==> config.mk <==
export PLATFORM = sky130hd
export DESIGN_NAME = adc_bitslip_align
export DESIGN_NICKNAME = d
export VERILOG_FILES = /design/src/rtl/adc_align_pkg.sv /design/src/rtl/adc_lane_cmp.sv /design/src/rtl/adc_bitslip_align.sv
export SDC_FILE = /design/constraint.sdc
export NUM_CORES = 1
export LEC_CHECK = 0
export ABC_AREA = 1
export CORE_MARGIN = 2
export CORE_UTILIZATION = 44
export CTS_BUF_LIST = sky130_fd_sc_hd__clkbuf_8
export CTS_CLUSTER_DIAMETER = 120
export DETAILED_ROUTE_END_ITERATION = 7
export GPL_ROUTABILITY_DRIVEN = 0
export HOLD_SLACK_MARGIN = 0.02
export PLACE_DENSITY = 0.88
export SYNTH_ARGS = -nofsm -noshare
export SYNTH_HDL_FRONTEND = slang
export SYNTH_HIERARCHICAL = 1
export SYNTH_SLANG_ARGS = --single-unit
==> constraint.sdc <==
create_clock -name divclk -period 1.6 [get_ports divclk]
set_input_delay 0.24 -clock divclk [delete_from_list [all_inputs] [get_ports divclk]]
set_output_delay 0.24 -clock divclk [all_outputs]
set_load 0.01 [all_outputs]
==> src/rtl/adc_align_pkg.sv <==
`default_nettype none
// ============================================================================
//  Module      : adc_align_pkg
//  Description : Shared types and sizes for the ADC word-alignment controller.
//  Revision    : 1.0 - initial release
// ============================================================================
package adc_align_pkg;

    localparam int NUM_LANES = 8;
    localparam int LANE_W    = 8;
    localparam int MAX_SLIPS = 7;

    typedef enum logic [2:0] {
        IDLE   = 3'd0,
        SETTLE = 3'd1,
        CHECK  = 3'd2,
        SLIP   = 3'd3,
        LOCKED = 3'd4,
        FAIL   = 3'd5
    } align_state_t;

endpackage
`default_nettype wire

==> src/rtl/adc_lane_cmp.sv <==
`default_nettype none
// ============================================================================
//  Module      : adc_lane_cmp
//  Description : Flags a single deserialized lane byte that differs from the
//                training pattern.
//  Revision    : 1.0 - initial release
// ============================================================================
module adc_lane_cmp
    import adc_align_pkg::*;
#(
    parameter logic [LANE_W-1:0] TRAIN_PATTERN = 8'hF0
) (
    input  logic [LANE_W-1:0] i_lane_data,
    output logic              o_mismatch
);

    assign o_mismatch = (i_lane_data != TRAIN_PATTERN);

endmodule
`default_nettype wire

==> src/rtl/adc_bitslip_align.sv <==
`default_nettype none
// ============================================================================
//  Module      : adc_bitslip_align
//  Description : Issues bitslip pulses until all ADC lanes show the training
//                pattern, then declares lock and forwards registered samples.
//  Revision    : 1.0 - initial release
// ============================================================================
module adc_bitslip_align
    import adc_align_pkg::*;
#(
    parameter logic [LANE_W-1:0] TRAIN_PATTERN = 8'hF0,
    parameter int                SETTLE_CYCLES = 4,
    parameter int                MATCH_CYCLES  = 16
) (
    input  logic                        divclk,
    input  logic                        rst_n,
    input  logic [NUM_LANES*LANE_W-1:0] data_deser,
    input  logic                        align_start,
    output logic                        bitslip,
    output logic                        locked,
    output logic                        fail,
    output logic [2:0]                  slip_count,
    output logic [NUM_LANES-1:0]        lane_err,
    output logic [NUM_LANES*LANE_W-1:0] data_out,
    output logic                        data_valid
);

    localparam logic [3:0] c_settle_last = 4'(SETTLE_CYCLES - 1);
    localparam logic [7:0] c_match_last  = 8'(MATCH_CYCLES - 1);
    localparam logic [2:0] c_max_slips   = 3'(MAX_SLIPS);

    align_state_t                r_state;
    align_state_t                w_next_state;
    logic [3:0]                  r_settle_cnt;
    logic [7:0]                  r_match_cnt;
    logic [2:0]                  r_slip_count;
    logic [NUM_LANES-1:0]        r_lane_err;
    logic [NUM_LANES*LANE_W-1:0] r_data_out;
    logic                        r_data_valid;
    logic [NUM_LANES-1:0]        w_mismatch;
    logic                        w_all_match;

    for (genvar k = 0; k < NUM_LANES; k++) begin : g_lane
        adc_lane_cmp #(
            .TRAIN_PATTERN (TRAIN_PATTERN)
        ) u_lane_cmp (
            .i_lane_data (data_deser[k*LANE_W +: LANE_W]),
            .o_mismatch  (w_mismatch[k])
        );
    end

    assign w_all_match = ~|w_mismatch;

    always_ff @(posedge divclk) begin
        if (!rst_n) begin
            r_state <= IDLE;
        end else begin
            r_state <= w_next_state;
        end
    end

    // A restart pre-empts whatever the current state would do next.
    always_comb begin
        w_next_state = r_state;
        if (align_start) begin
            w_next_state = SETTLE;
        end else begin
            case (r_state)
                SETTLE: begin
                    if (r_settle_cnt == c_settle_last) begin
                        w_next_state = CHECK;
                    end
                end
                CHECK: begin
                    if (w_all_match) begin
                        if (r_match_cnt == c_match_last) begin
                            w_next_state = LOCKED;
                        end
                    end else if (r_slip_count == c_max_slips) begin
                        w_next_state = FAIL;
                    end else begin
                        w_next_state = SLIP;
                    end
                end
                SLIP:    w_next_state = SETTLE;
                default: w_next_state = r_state;
            endcase
        end
    end

    always_comb begin
        bitslip = (r_state == SLIP);
        locked  = (r_state == LOCKED);
        fail    = (r_state == FAIL);
    end

    always_ff @(posedge divclk) begin
        if (!rst_n) begin
            r_settle_cnt <= '0;
            r_match_cnt  <= '0;
            r_slip_count <= '0;
            r_lane_err   <= '0;
            r_data_out   <= '0;
            r_data_valid <= 1'b0;
        end else begin
            r_data_out   <= data_deser;
            r_data_valid <= (w_next_state == LOCKED);
            if (align_start) begin
                r_settle_cnt <= '0;
                r_match_cnt  <= '0;
                r_slip_count <= '0;
                r_lane_err   <= '0;
            end else begin
                case (r_state)
                    SETTLE: begin
                        r_match_cnt  <= '0;
                        r_settle_cnt <= (r_settle_cnt == c_settle_last) ? 4'd0 : r_settle_cnt + 4'd1;
                    end
                    CHECK: begin
                        r_lane_err <= w_mismatch;
                        if (w_all_match) begin
                            r_match_cnt <= r_match_cnt + 8'd1;
                        end
                    end
                    SLIP: begin
                        r_slip_count <= r_slip_count + 3'd1;
                        r_settle_cnt <= '0;
                    end
                    default: begin
                        r_settle_cnt <= r_settle_cnt;
                    end
                endcase
            end
        end
    end

    assign slip_count = r_slip_count;
    assign lane_err   = r_lane_err;
    assign data_out   = r_data_out;
    assign data_valid = r_data_valid;

endmodule
`default_nettype wire

==> results of run 1 <==
-- area by class of cell --
class	instances	area [sq um]	area share (%)
tap	102	127.6	2.289
sequential	91	1824	32.71
clock buffer	11	151.4	2.715
clock inverter	5	45.04	0.8077
multi-input combinational	251	1224	21.94
timing repair buffer	165	1754	31.46
inverter	118	450.4	8.077
-- cells by family after synthesis --
kind of cell | Yosys count | share of synthesized area [%]
buffers and inverters | 128 | 14.34
adders and majority gates | 4 | 1.437
DFF | 91 | 52.32
AOI/OAI and AO/OA | 35 | 5.534
xor gates and xnor gates | 2 | 0.5031
and+or+nand+nor | 210 | 25.87
-- state kept, by name (all words and copies together), names as in the netlist --
register and flops:
data_valid 1, r_settle_cnt 4, slip_count 3, data_out 64
r_match_cnt 8, r_state 3, lane_err 8
-- how the worst max path moves through the flow --
stage / from / endpoint / depth (start not counted)
final: r_state[2] / bitslip / 4
after global routing: r_match_cnt[1] / data_valid / 11
after CTS: data_deser[21] / r_match_cnt[4] / 14
after detailed placement: data_deser[52] / r_match_cnt[5] / 12
after global placement: data_deser[38] / r_match_cnt[5] / 12
after floorplan: data_deser[24] / r_match_cnt[5] / 12
-- routing by layer --
layer,vias to the layer above,GRT usage [%],routed length (um)
li1,1688,-,-
met1,1515,21.94,3588
met2,120,38.71,4773
met3,16,4.801,589
met4,0,8.456,197
met5,-,0,0
-- where the power goes --
group          leakage (nW)  switching (mW)  internal [mW]
clock                0.0981           0.830          0.672
combinational          2.46           0.288          0.349
sequential            0.752          0.0321           2.36
total                  3.31            1.15           3.38
-- cells in the final DEF (no fill, tap or decap), drive strengths merged --
| cell type | count |
|---|---|
| a21oi | 16 |
| clkinvlp | 1 |
| inv | 120 |
| ha | 4 |
| nand3 | 4 |
| xor2 | 2 |
| nor3 | 4 |
| clkdlybuf4s15 | 1 |
| dlygate4sd2 | 2 |
| dfxtp | 91 |
| nand4 | 3 |
| a31o | 1 |
| clkdlybuf4s50 | 77 |
| nor2 | 56 |
| nand2 | 142 |
| dlymetal6s2s | 64 |
| clkinv | 2 |
| o21ai | 15 |
| nor3b | 1 |
| o211ai | 2 |
| clkbuf | 11 |
| a31oi | 1 |
| buf | 21 |
-- worst max-delay path: cells and delay by family (launching register included) --
kind | cells | cell delay (ns)
buffers and inverters | 2 | 0.38
flip-flops | 1 | 0.33
AND/OR/NAND/NOR | 2 | 0.20
-- through the flow --
stage	cell area [sq um]	setup WS, ns	TNS, ns
floorplan	3482	0.2459	0
global placement	5127	-0.3722	-3.502
detailed placement	5127	-0.4084	-4.119
CTS	5325	0.002830	0
global route	5577	-0.02032	-0.02032
finish	5577	0.07688	0
-- timing repair --
action	in CTS	in global routing
buffers inserted	0	4
setup endpoints to repair	9	12
pin swaps	2	37
gates resized for setup	8	83
==> reports/qor.yml, run 1 <==
worst_setup_path:
  worst-setup-path-type: "register to output pin"
  r2r-end: "data_valid"
  ff2ff_path_depth: 9
  max_stage_delay_ns: 0.33
  slowest_stage: "dfxtp_1"
  critPathRequiredTime_ns: 1.36
  cp-start-kind: "register"
  path_cells: "inv_2, nand2_4, nor2_1, clkdlybuf4s15_1"
  end_kind: "output pin"
  reg2reg_slack_ns: 0.13
  critical_path_arrival_ns: 1.28
  worstReg2RegStart: "r_match_cnt[1]"
  crit_fanout: 5
final_layout:
  finalNonFillerCells: 743
  syn_to_final_growth_pct: 60.15
  utilization_pct: 72.54
  drive_gt1_share_pct: 12.01
  n_antenna_cell: 0
  nets: 707
  fillCellCount: 580
placed_design:
  place_hpwl_um: 6779
  dp_cells: 723
  portBuffers: 145
logic_synthesis:
  yosys.area.top_type_share_pct: 52.32
  syn_inst: 470
  synth_common_cells: "nand2_1 (136), inv_1 (111), dfxtp_1 (91), nor2_1 (52), o21ai_0 (15)"
  ys.flop_type: "dfxtp_1"
  synth_edf_count: 0
  synth_top_area_cell: "dfxtp_1"
  ys_ff_latch: 91
  synth_area_sq_um: 3482
  syn_area_per_cell_sq_um: 7.409
  ys_seq_area_share_pct: 52.32
  yosys_warnings: 6
  syn-num-nets: 541
  synth.area.top_cells: "dfxtp_1 (52%), nand2_1 (15%), inv_1 (12%)"
  synth_cell_type_count: 28
  async_reset_ff_share_pct: 0
  synth.most_common_cell: "nand2_1"
floorplanning:
  die_height_um: 92.96
  start_util_pct: 45.30
  coreArea_sq_um: 7687
  row_count: 32
  fp.dieW_um: 92.96
  dieArea_sq_um: 8642
  io_pins: 146
hold_path:
  hold_path_depth: 3
  min_to: "data_out[49]"
  hp-class: "input port to register"
  min_from: "data_deser[49]"
outcome:
  outcome: "finished, final reports clean"
timing:
  hold_viol_final: 0
  whs_ns: 0.09530
  slew_headroom_pct: 59.19
  setup_violations: 0
  fin_crit_sh_pct: 95.20
  skew_ns: 0.01311
  drv_slew: 0
  worst_pin_slew_ns: 0.6121
  fin_crit_ns: 1.523
  fmax_ghz: 0.6565
pwr:
  p_per_area_nw_per_um2: 812.4
  ir_drop_v: 0.0003907
  leakagePower_nw: 3.313
  p_total_mw: 4.530
job:
  drv_cap: 0
clocking:
  clkTransAtPathRegs_ns: 0.10
  clock_path_buffers: 2
  cts_buffers: 9
  cts_root_buf: "clkbuf_8"
  h-tree-depth: 3
  cts_hold_buf: 0
  clkLatencyLatePin_ns: 0.36
  cts_tree: "yes"
  clock-sinks: 91
detailed_routing:
  wl_um: 9147
  via_per_inst: 4.494
  avgRoutedWirePerCell_um: 12.31
  drc: 0
  first_pass_iters: 5
  vias: 3339
  ant_nets: 0
  drt_iter0_drc: 131
global_routing:
  grt_pass1_vias: 3216
  grt_max_degree: 66
  overflow: 0
  grt.total_usage_pct: 20.61
  antenna_found_initial: 0
  grt_pass1_wl_um: 14100
Power figures use the tool's default switching activity.
==> run 2: changes to the inputs <==
- CTS_CLUSTER_SIZE: unset -> 30
==> results of run 2 <==
Final layout, timing and power as in run 1 (identical DEF).
==> run 3: changes to the inputs <==
- CORE_UTILIZATION: 44 -> 40
- PLACE_DENSITY: 0.88 -> 0.82
==> reports/qor.yml, run 3 (same netlist as run 1, synthesis figures left out) <==
worst_setup_path:
  slowest_stage: "clkdlybuf4s50_1"  # was dfxtp_1
  cp-start-kind: "input port"  # was register
  path_cells: "clkdlybuf4s50_1, nand2_1, nor2_2, nand2_2, nor2_4, nand2_2, nor2_4, nand2_4, nand2_8, inv_6, nor2_8, nand2_1, nand2_1, a21oi_2"  # was inv_2, nand2_4, nor2_1, clkdlybuf4s15_1
  crit_fanout: 7  # was 5
  critPathRequiredTime_ns: 1.85  # was 1.36 ns
  cp_common_cell: "nand2_1"
  worst-setup-path-type: "input port to register"  # was register to output pin
  critical_path_arrival_ns: 1.78  # was 1.28 ns
  max_stage_delay_ns: 0.48  # was 0.33 ns
  end_kind: "register"  # was output pin
detailed_routing:
  via_per_inst: 4.397  # was 4.494
  wl_um: 9196  # was 9147 um
  drc: 0  # unchanged
  avgRoutedWirePerCell_um: 12.25  # was 12.31 um
  drt_iter0_drc: 117  # was 131
  first_pass_iters: 4  # was 5
  vias: 3302  # was 3339
  ant_nets: 0  # unchanged
pwr:
  leakagePower_nw: 3.215  # was 3.313 nW
  ir_drop_v: 0.0004090  # was 0.0003907 V
  p_per_area_nw_per_um2: 827.1  # was 812.4 nW/um^2
final_layout:
  syn_to_final_growth_pct: 60.58  # was 60.15%
  largest_reg_flops: 64  # unchanged
  mostFrequentLayoutCells: "nand2_1 (129), inv_1 (112), dfxtp_1 (89)"  # was nand2_1 (131), inv_1 (111), dfxtp_1 (89)
  nets: 709  # was 707
  n_antenna_cell: 0  # unchanged
  drive_gt1_share_pct: 12.44  # was 12.01%
  postLayoutCellArea_sq_um: 5592  # was 5577 sq um
  layout_commonest_cell: "nand2_1"  # unchanged
floorplanning:
  coreArea_sq_um: 8593  # was 7687 sq um
  start_util_pct: 40.52  # was 45.30%
  io_pins: 146  # unchanged
  fp.dieW_um: 97.30  # was 92.96 um
  dieArea_sq_um: 9467  # was 8642 sq um
  row_count: 34  # was 32
  die_height_um: 97.30  # was 92.96 um
global_routing:
  grt_pass1_wl_um: 14360  # was 14100 um
  antenna_found_initial: 0  # unchanged
  grt_pass1_vias: 3190  # was 3216
  overflow: 0  # unchanged
  grt.total_usage_pct: 18.83  # was 20.61%
  grt_max_degree: 66  # unchanged
clocking:
  h-tree-depth: 3  # unchanged
  clkLatencyLatePin_ns: 0.36  # about the same
  cts_root_buf: "clkbuf_8"  # unchanged
  clock-sinks: 91  # unchanged
  cts_buffers: 9  # unchanged
  clkTransAtPathRegs_ns: 0.10  # about the same
  clock_path_buffers: 2  # unchanged
  cts_hold_buf: 0  # unchanged
  cts_tree: "yes"  # unchanged
job:
  drv_cap: 0  # unchanged
timing:
  fmax_ghz: 0.6532  # was 0.6565 GHz
  fin_crit_sh_pct: 95.69  # was 95.20%
  whs_ns: 0.09295  # was 0.09530 ns
  fin_crit_ns: 1.531  # was 1.523 ns
  worst_pin_slew_ns: 0.4098  # was 0.6121 ns
  skew_ns: 0.01053  # was 0.01311 ns
  drv_slew: 0  # unchanged
  setup_violations: 0  # unchanged
  worst_slack_ns: 0.06901  # was 0.07688 ns
  hold_viol_final: 0  # unchanged
  slew_headroom_pct: 72.58  # was 59.19%
hold_path:
  hp-class: "input port to register"  # unchanged
placed_design:
  place_hpwl_um: 6801  # was 6779 um
  portBuffers: 145  # unchanged
  dpl_cell_area_sq_um: 5170  # was 5127 sq um
  dp_slack_ns: -0.4348  # was -0.4084 ns
outcome:
  outcome: "finished, final reports clean"  # unchanged
==> run 3: metrics by stage <==
step | setup TNS [ns] | cells | utilization (%) | total power, mW
after floorplan | 0 | 470 | - | 2.680
after global placement | -3.720 | 732 | 60.16 | 3.087
after detailed placement | -4.099 | 732 | 60.16 | 3.107
after CTS | 0 | 749 | 62.59 | 4.673
after global routing | -0.03276 | 751 | 65.07 | 4.837
final | 0 | 751 | 65.07 | 4.625
==> run 3: layout make-up <==
type,count,area [sq um]
Clock inverter,7,76.32
Sequential cell,91,1827
Clock buffer,9,123.9
Timing Repair Buffer,167,1742
Inverter,118,450.4
Tap cell,108,135.1
Multi-Input combinational cell,251,1237
Fill cell,704,3002
==> run 3: path summary, 6_finish.rpt <==
path / start / to / slack [ns] / cells after the start
worst max-delay path: data_deser[4] / r_match_cnt[4] / 0.07 / 14
worst max register to register: r_match_cnt[0] / data_valid / 0.14 / 9
worst min register to register: lane_err[1] / lane_err[1] / 0.47 / 2
worst min-delay path: data_deser[0] / data_out[0] / 0.09 / 3
==> run 3: critical path: cells and delay by family <==
kind	cells	cell delay [ns]
simple gates	11	0.97
compound gates	1	0.03
buf+inv	2	0.53
==> run 3: power breakdown <==
group	leakage [nW]	total, mW	switching, mW	internal (mW)
combinational	2.36	0.648	0.290	0.358
sequential	0.753	2.39	0.0338	2.36
clock	0.107	1.58	0.847	0.736
==> run 3: routing by layer <==
metal	wire, um	track usage [%]
met2	4638	33.12
met3	596	4.892
met4	203	8.226
met5	0	0
met1	3757	21.55
==> run 3: timing repair <==
action | CTS | global route
gates resized for setup | 15 | 73
buffers inserted | 1 | 2
pin swaps | 7 | 30
setup endpoints to repair | 6 | 13
